## src/rtl/csa_adder_pipe.sv

```systemverilog
// csa_adder_pipe: two-stage pipelined carry-select adder/subtractor.
//
// Stage 1 computes each BLOCK-bit slice sum for both possible carry-ins
// (block 0 uses the real effective carry-in). Stage 2 resolves the
// block carries through a 2:1 select chain and picks the block results.
// Computes S = A + (B ^ {WIDTH{sub}}) + (cin ^ sub), so sub=1, cin=0
// gives A - B with cout = 1 meaning no borrow.
//
// Parameters:
//   WIDTH     operand/result width, a multiple of BLOCK, >= 2*BLOCK
//   BLOCK     carry-select block width
// Ports:
//   Clk       rising-edge clock
//   Reset     asynchronous active-high reset, empties the pipeline
//   in_valid  A, B, cin, sub are valid this cycle
//   in_ready  operands accepted this cycle (combinational, from out_ready)
//   A, B      operands
//   cin       carry-in
//   sub       1 = subtract
//   out_valid S, cout, ovf hold a valid result
//   out_ready consumer takes the result this cycle
//   S         registered sum/difference
//   cout      registered carry out of the MSB
//   ovf       registered two's-complement overflow
module csa_adder_pipe #(
  parameter int unsigned WIDTH = 16,
  parameter int unsigned BLOCK = 4
) (
  input  logic             Clk,
  input  logic             Reset,
  input  logic             in_valid,
  output logic             in_ready,
  input  logic [WIDTH-1:0] A,
  input  logic [WIDTH-1:0] B,
  input  logic             cin,
  input  logic             sub,
  output logic             out_valid,
  input  logic             out_ready,
  output logic [WIDTH-1:0] S,
  output logic             cout,
  output logic             ovf
);

  localparam int unsigned NB = WIDTH / BLOCK;

  // handshake state
  logic s1_valid;
  logic s2_valid;
  logic s2_free;
  logic adv1;
  logic accept;

  // stage 1 combinational
  logic [WIDTH-1:0]          be;
  logic                      ce;
  logic [BLOCK-1:0]          b0_sum;
  logic                      b0_c;
  logic [NB-1:1][BLOCK-1:0]  s0;
  logic [NB-1:1][BLOCK-1:0]  s1;
  logic [NB-1:1]             c0;
  logic [NB-1:1]             c1;

  // stage 1 registers
  logic [BLOCK-1:0]          b0_sum_q;
  logic                      b0_c_q;
  logic [NB-1:1][BLOCK-1:0]  s0_q;
  logic [NB-1:1][BLOCK-1:0]  s1_q;
  logic [NB-1:1]             c0_q;
  logic [NB-1:1]             c1_q;
  logic                      a_msb_q;
  logic                      be_msb_q;

  // stage 2 combinational
  logic [WIDTH-1:0]          s_next;
  logic                      k;
  logic                      ovf_next;

  assign s2_free   = !s2_valid || out_ready;
  assign adv1      = s1_valid && s2_free;
  assign in_ready  = !s1_valid || s2_free;
  assign accept    = in_valid && in_ready;
  assign out_valid = s2_valid;

  always_comb begin
    be     = B ^ {WIDTH{sub}};
    ce     = cin ^ sub;
    s0     = '0;
    s1     = '0;
    c0     = '0;
    c1     = '0;
    {b0_c, b0_sum} = {1'b0, A[BLOCK-1:0]} + {1'b0, be[BLOCK-1:0]}
                   + (BLOCK+1)'(ce);
    for (int unsigned i = 1; i < NB; i++) begin
      {c0[i], s0[i]} = {1'b0, A[i*BLOCK +: BLOCK]} + {1'b0, be[i*BLOCK +: BLOCK]};
      {c1[i], s1[i]} = {1'b0, A[i*BLOCK +: BLOCK]} + {1'b0, be[i*BLOCK +: BLOCK]}
                     + (BLOCK+1)'(1);
    end
  end

  // k walks the select chain: on entry to iteration i it is the carry into block i.
  always_comb begin
    s_next               = '0;
    k                    = b0_c_q;
    s_next[BLOCK-1:0]    = b0_sum_q;
    for (int unsigned i = 1; i < NB; i++) begin
      s_next[i*BLOCK +: BLOCK] = k ? s1_q[i] : s0_q[i];
      k                        = k ? c1_q[i] : c0_q[i];
    end
    ovf_next = (a_msb_q == be_msb_q) && (s_next[WIDTH-1] != a_msb_q);
  end

  always_ff @(posedge Clk or posedge Reset) begin
    if (Reset) begin
      s1_valid <= 1'b0;
      s2_valid <= 1'b0;
      b0_sum_q <= '0;
      b0_c_q   <= 1'b0;
      s0_q     <= '0;
      s1_q     <= '0;
      c0_q     <= '0;
      c1_q     <= '0;
      a_msb_q  <= 1'b0;
      be_msb_q <= 1'b0;
      S        <= '0;
      cout     <= 1'b0;
      ovf      <= 1'b0;
    end else begin
      if (accept) begin
        s1_valid <= 1'b1;
        b0_sum_q <= b0_sum;
        b0_c_q   <= b0_c;
        s0_q     <= s0;
        s1_q     <= s1;
        c0_q     <= c0;
        c1_q     <= c1;
        a_msb_q  <= A[WIDTH-1];
        be_msb_q <= be[WIDTH-1];
      end else if (adv1) begin
        s1_valid <= 1'b0;
      end

      // When stage 2 can take data it mirrors stage 1 occupancy; an empty
      // stage 1 with out_ready high therefore drains the output.
      if (s2_free) begin
        s2_valid <= s1_valid;
      end

      if (adv1) begin
        S    <= s_next;
        cout <= k;
        ovf  <= ovf_next;
      end
    end
  end

endmodule

```

## config.mk

```make
export PLATFORM = sky130hd
export DESIGN_NAME = csa_adder_pipe
export DESIGN_NICKNAME = d
export VERILOG_FILES = /design/src/rtl/csa_adder_pipe.sv
export SDC_FILE = /design/constraint.sdc
export NUM_CORES = 1
export LEC_CHECK = 0
export BUFFER_PORTS_ARGS = -buffer_cell sky130_fd_sc_hd__buf_2
export CAP_MARGIN = 20
export CORE_UTILIZATION = 50
export DETAILED_ROUTE_END_ITERATION = 10
export HOLD_SLACK_MARGIN = 0.12
export PLACE_DENSITY = 0.88
export SLEW_MARGIN = 10
export SYNTH_ARGS = -nofsm -noshare
export SYNTH_HDL_FRONTEND = slang
export SYNTH_SLANG_ARGS = --single-unit
```

## constraint.sdc

```tcl
create_clock -name Clk -period 1.65 [get_ports Clk]
set_input_delay 0.0825 -clock Clk [delete_from_list [all_inputs] [get_ports Clk]]
set_output_delay 0.0825 -clock Clk [all_outputs]
set_load 0.03 [all_outputs]
```

==> impl_metrics.yaml <==
outcome:
  status: "complete, but fails checks"
  failed_checks: "setup timing"
grt:
  grt_pass1_vias: 2620
  gr-total-overflow: 0
  grt_pass1_wl_mm: 12.4
  grt_max_degree: 58
  antenna_found_initial: 0
  track_usage_pct: 25.7
detailed_routing:
  wl_met1_mm: 3.46
  dr_total_vias: 2801
  wl_met2_mm: 4.61
  dr_wl_met3_um: 507
  top_layer_used: "met4"
  drt-pass1-iter-count: 4
  routed_via_density: 5.59
  ant_nets: 0
  drt-initial-drc-count: 168
  route.detailed.drc: 0
  drt-total-wl_mm: 8.87
  wire_per_inst_um: 17.7
synthesis:
  ys_ff_latch: 57
  synth_area_um2: 3190
  avgSynthCellArea_um2: 10.2
  synthCells: 314
  ys_types: 36
  synth_edf_count: 0
  ys_async_sr_fraction_pct: 100
  yosys_warnings: 0
  yosysSeqAreaShare_pct: 44.7
  synth_ff_type: "dfrtp_1"
  syn-num-nets: 376
power:
  powerDensity_nw_per_um2: 1290
  ir_worst_vdd_uv: 788
  leakagePower_nw: 2.17
placement:
  dp_slack_ns: -0.511
  dpl.hpwl_mm: 5.54
  gp_congestion: 0.851
  dpl_cell_area_um2: 3930
  portBuffers: 57
clock_tree:
  clock_sinks: 57
  cts_tree: "built"
  worstSkewPairLatency_ns: 0.34
  cts.clk_slew.worst_paths_ns: 0.07
  clockBufferDepth: 2
  cts_max_level: 3
  cts-root-buf: "clkbuf_8"
  cts-buffers-inserted: 9
critical_path:
  required_ns: 1.86
  cp-end-kind: "register"
  critPathMaxFanout: 4
  worst-setup-path-type: "reg2reg"
  cp-start-kind: "register"
  cp.arrival_ns: 2.00
flow_run:
  cap_violations: 0
sta:
  min_period_over_period_pct: 109
  max_freq_mhz: 557
  rsz0062_at_grt: "true"
  slew_violations: 0
  setup_ws_ns: -0.144
  tightest_slew_ns: 0.372
  slew_headroom_pct: 75.2
  setup_viol: 7
  finalHoldViolCount: 0
  finalWorstPathRequiredPeriod_ns: 1.79
  finalClockSkew_ns: 0.00978
final_layout:
  post-route-cell-area_um2: 4400
  layout-drive-gt1-share_pct: 42.0
  area_growth_pct: 38.1
  diodes: 0
  mostFrequentLayoutCells: "nand2_1 (75), dfrtp_1 (56), buf_2 (55)"
  fin_nets: 484
  regArea_um2: 1430
  fillerInstances: 383
  layout_commonest_cell: "nand2_1"
  multi_input_area_um2: 1900
hold_path:
  hold_class: "in2reg"
floorplanning:
  die_height_um: 81.9
  ioPinCount: 58
  dieArea_um2: 6700
  die_x_um: 81.9
  core_um2: 6030
  fp-row-count: 28
  start_util_pct: 52.9
-- registers in the layout, summed over array words and instances, names as in the netlist --
register	flops
s1_valid	1
cout	1
c1_q	3
out_valid	1
c0_q	3
b0_c_q	1
b0_sum_q	4
ovf	1
s1_q	12
S	16
be_msb_q	1
s0_q	12
a_msb_q	1
-- metrics by stage --
step                setup TNS, ns  utilization (%)  hold WS (ns)  power (W)  std cells
detailed placement          -6.01             65.3         0.153    0.00415        475
floorplan                   -1.76                -         0.188    0.00343        314
CTS                       -0.0989             70.0         0.145    0.00544        496
global placement            -4.94             65.3         0.153    0.00403        475
global route               -0.943             73.1         0.116    0.00600        501
finish                     -0.536             73.1         0.121    0.00568        501
-- cells in the mapped netlist, types with 2 or more instances --
library cell | n | area share [%]
o31ai_1 | 4 | 0.94
nor2_1 | 6 | 0.71
a21oi_1 | 9 | 1.4
nor4_1 | 2 | 0.39
and3_1 | 2 | 0.39
o21ai_1 | 4 | 0.63
and2_1 | 5 | 0.98
o31a_1 | 2 | 0.55
a21o_1 | 5 | 1.2
mux2i_4 | 2 | 1.4
mux2_2 | 7 | 2.5
nand2_1 | 78 | 9.2
nand2b_1 | 3 | 0.59
xor2_1 | 21 | 5.8
ha_1 | 19 | 7.5
nand3_1 | 5 | 0.78
fa_1 | 5 | 3.1
mux2i_1 | 16 | 5.0
clkbuf_1 | 6 | 0.71
o21a_1 | 3 | 0.71
xnor2_1 | 3 | 0.82
inv_1 | 9 | 1.1
o21ai_0 | 22 | 3.5
dfrtp_1 | 57 | 45
buf_2 | 4 | 0.63
buf_1 | 3 | 0.35
xnor3_1 | 3 | 2.1
-- routing by layer --
layer / up-vias / GRT usage [%]
met2: 117 / 43.0
li1: 1272 / -
met1: 1379 / 30.5
met3: 33 / 7.78
met5: - / 0
met4: 0 / 11.1
-- power by group --
group,internal (W),leakage [nW],switching [W],total (W)
clock,0.000651,0.0980,0.000553,0.00120
sequential,0.00181,0.693,0.000285,0.00209
combinational,0.00107,1.38,0.00131,0.00239
-- final cells by class --
cell class,instances,area share (%)
well taps,75,2.13
clock inverters,3,0.341
multi-input cells,234,43.2
inverters,9,0.767
clock buffers,12,3.75
flip-flops and latches,57,32.4
repair buffers,111,17.4
-- kinds of logic after synthesis --
logic type / synth area share, %
AND/OR/NAND/NOR: 14.3
multiplexers: 8.91
flip-flops: 44.7
XOR/XNOR: 8.71
buffers and inverters: 3.10
adder cells (fa/ha/maj): 10.6
AO/OA/AOI/OAI: 9.66
-- final timing paths --
kind	start	to	slack (ns)	cells after the start
worst min-delay path	B[15]	be_msb_q	0.12	4
worst min register to register	s1_q[5]	s1_q[5]	0.48	2
worst max-delay path	b0_c_q	S[14]	-0.14	5
worst max register to register	b0_c_q	S[14]	-0.14	5
min in group asynchronous	Reset	s1_q[3]	0.33	4
max in group asynchronous	Reset	out_valid	1.05	4
-- timing repair --
action | in CTS | in global routing
cloned | 0 | 0
gates resized for setup | 11 | 30
endpoints found under the setup margin | 8 | 12
buffers inserted | 2 | 5
hold buffers | 4 | 0
endpoints found under the hold margin | 60 | 0
pin swaps | 9 | 18
-- worst max-delay path: stages (launching register included) --
cell and delay (ns):
dfrtp_1 0.44, mux2i_4 0.37, mux2i_4 0.40, buf_6 0.15, mux2i_2 0.18, o21ai_1 0.12
Note: power is estimated with default switching activity, not from simulation.
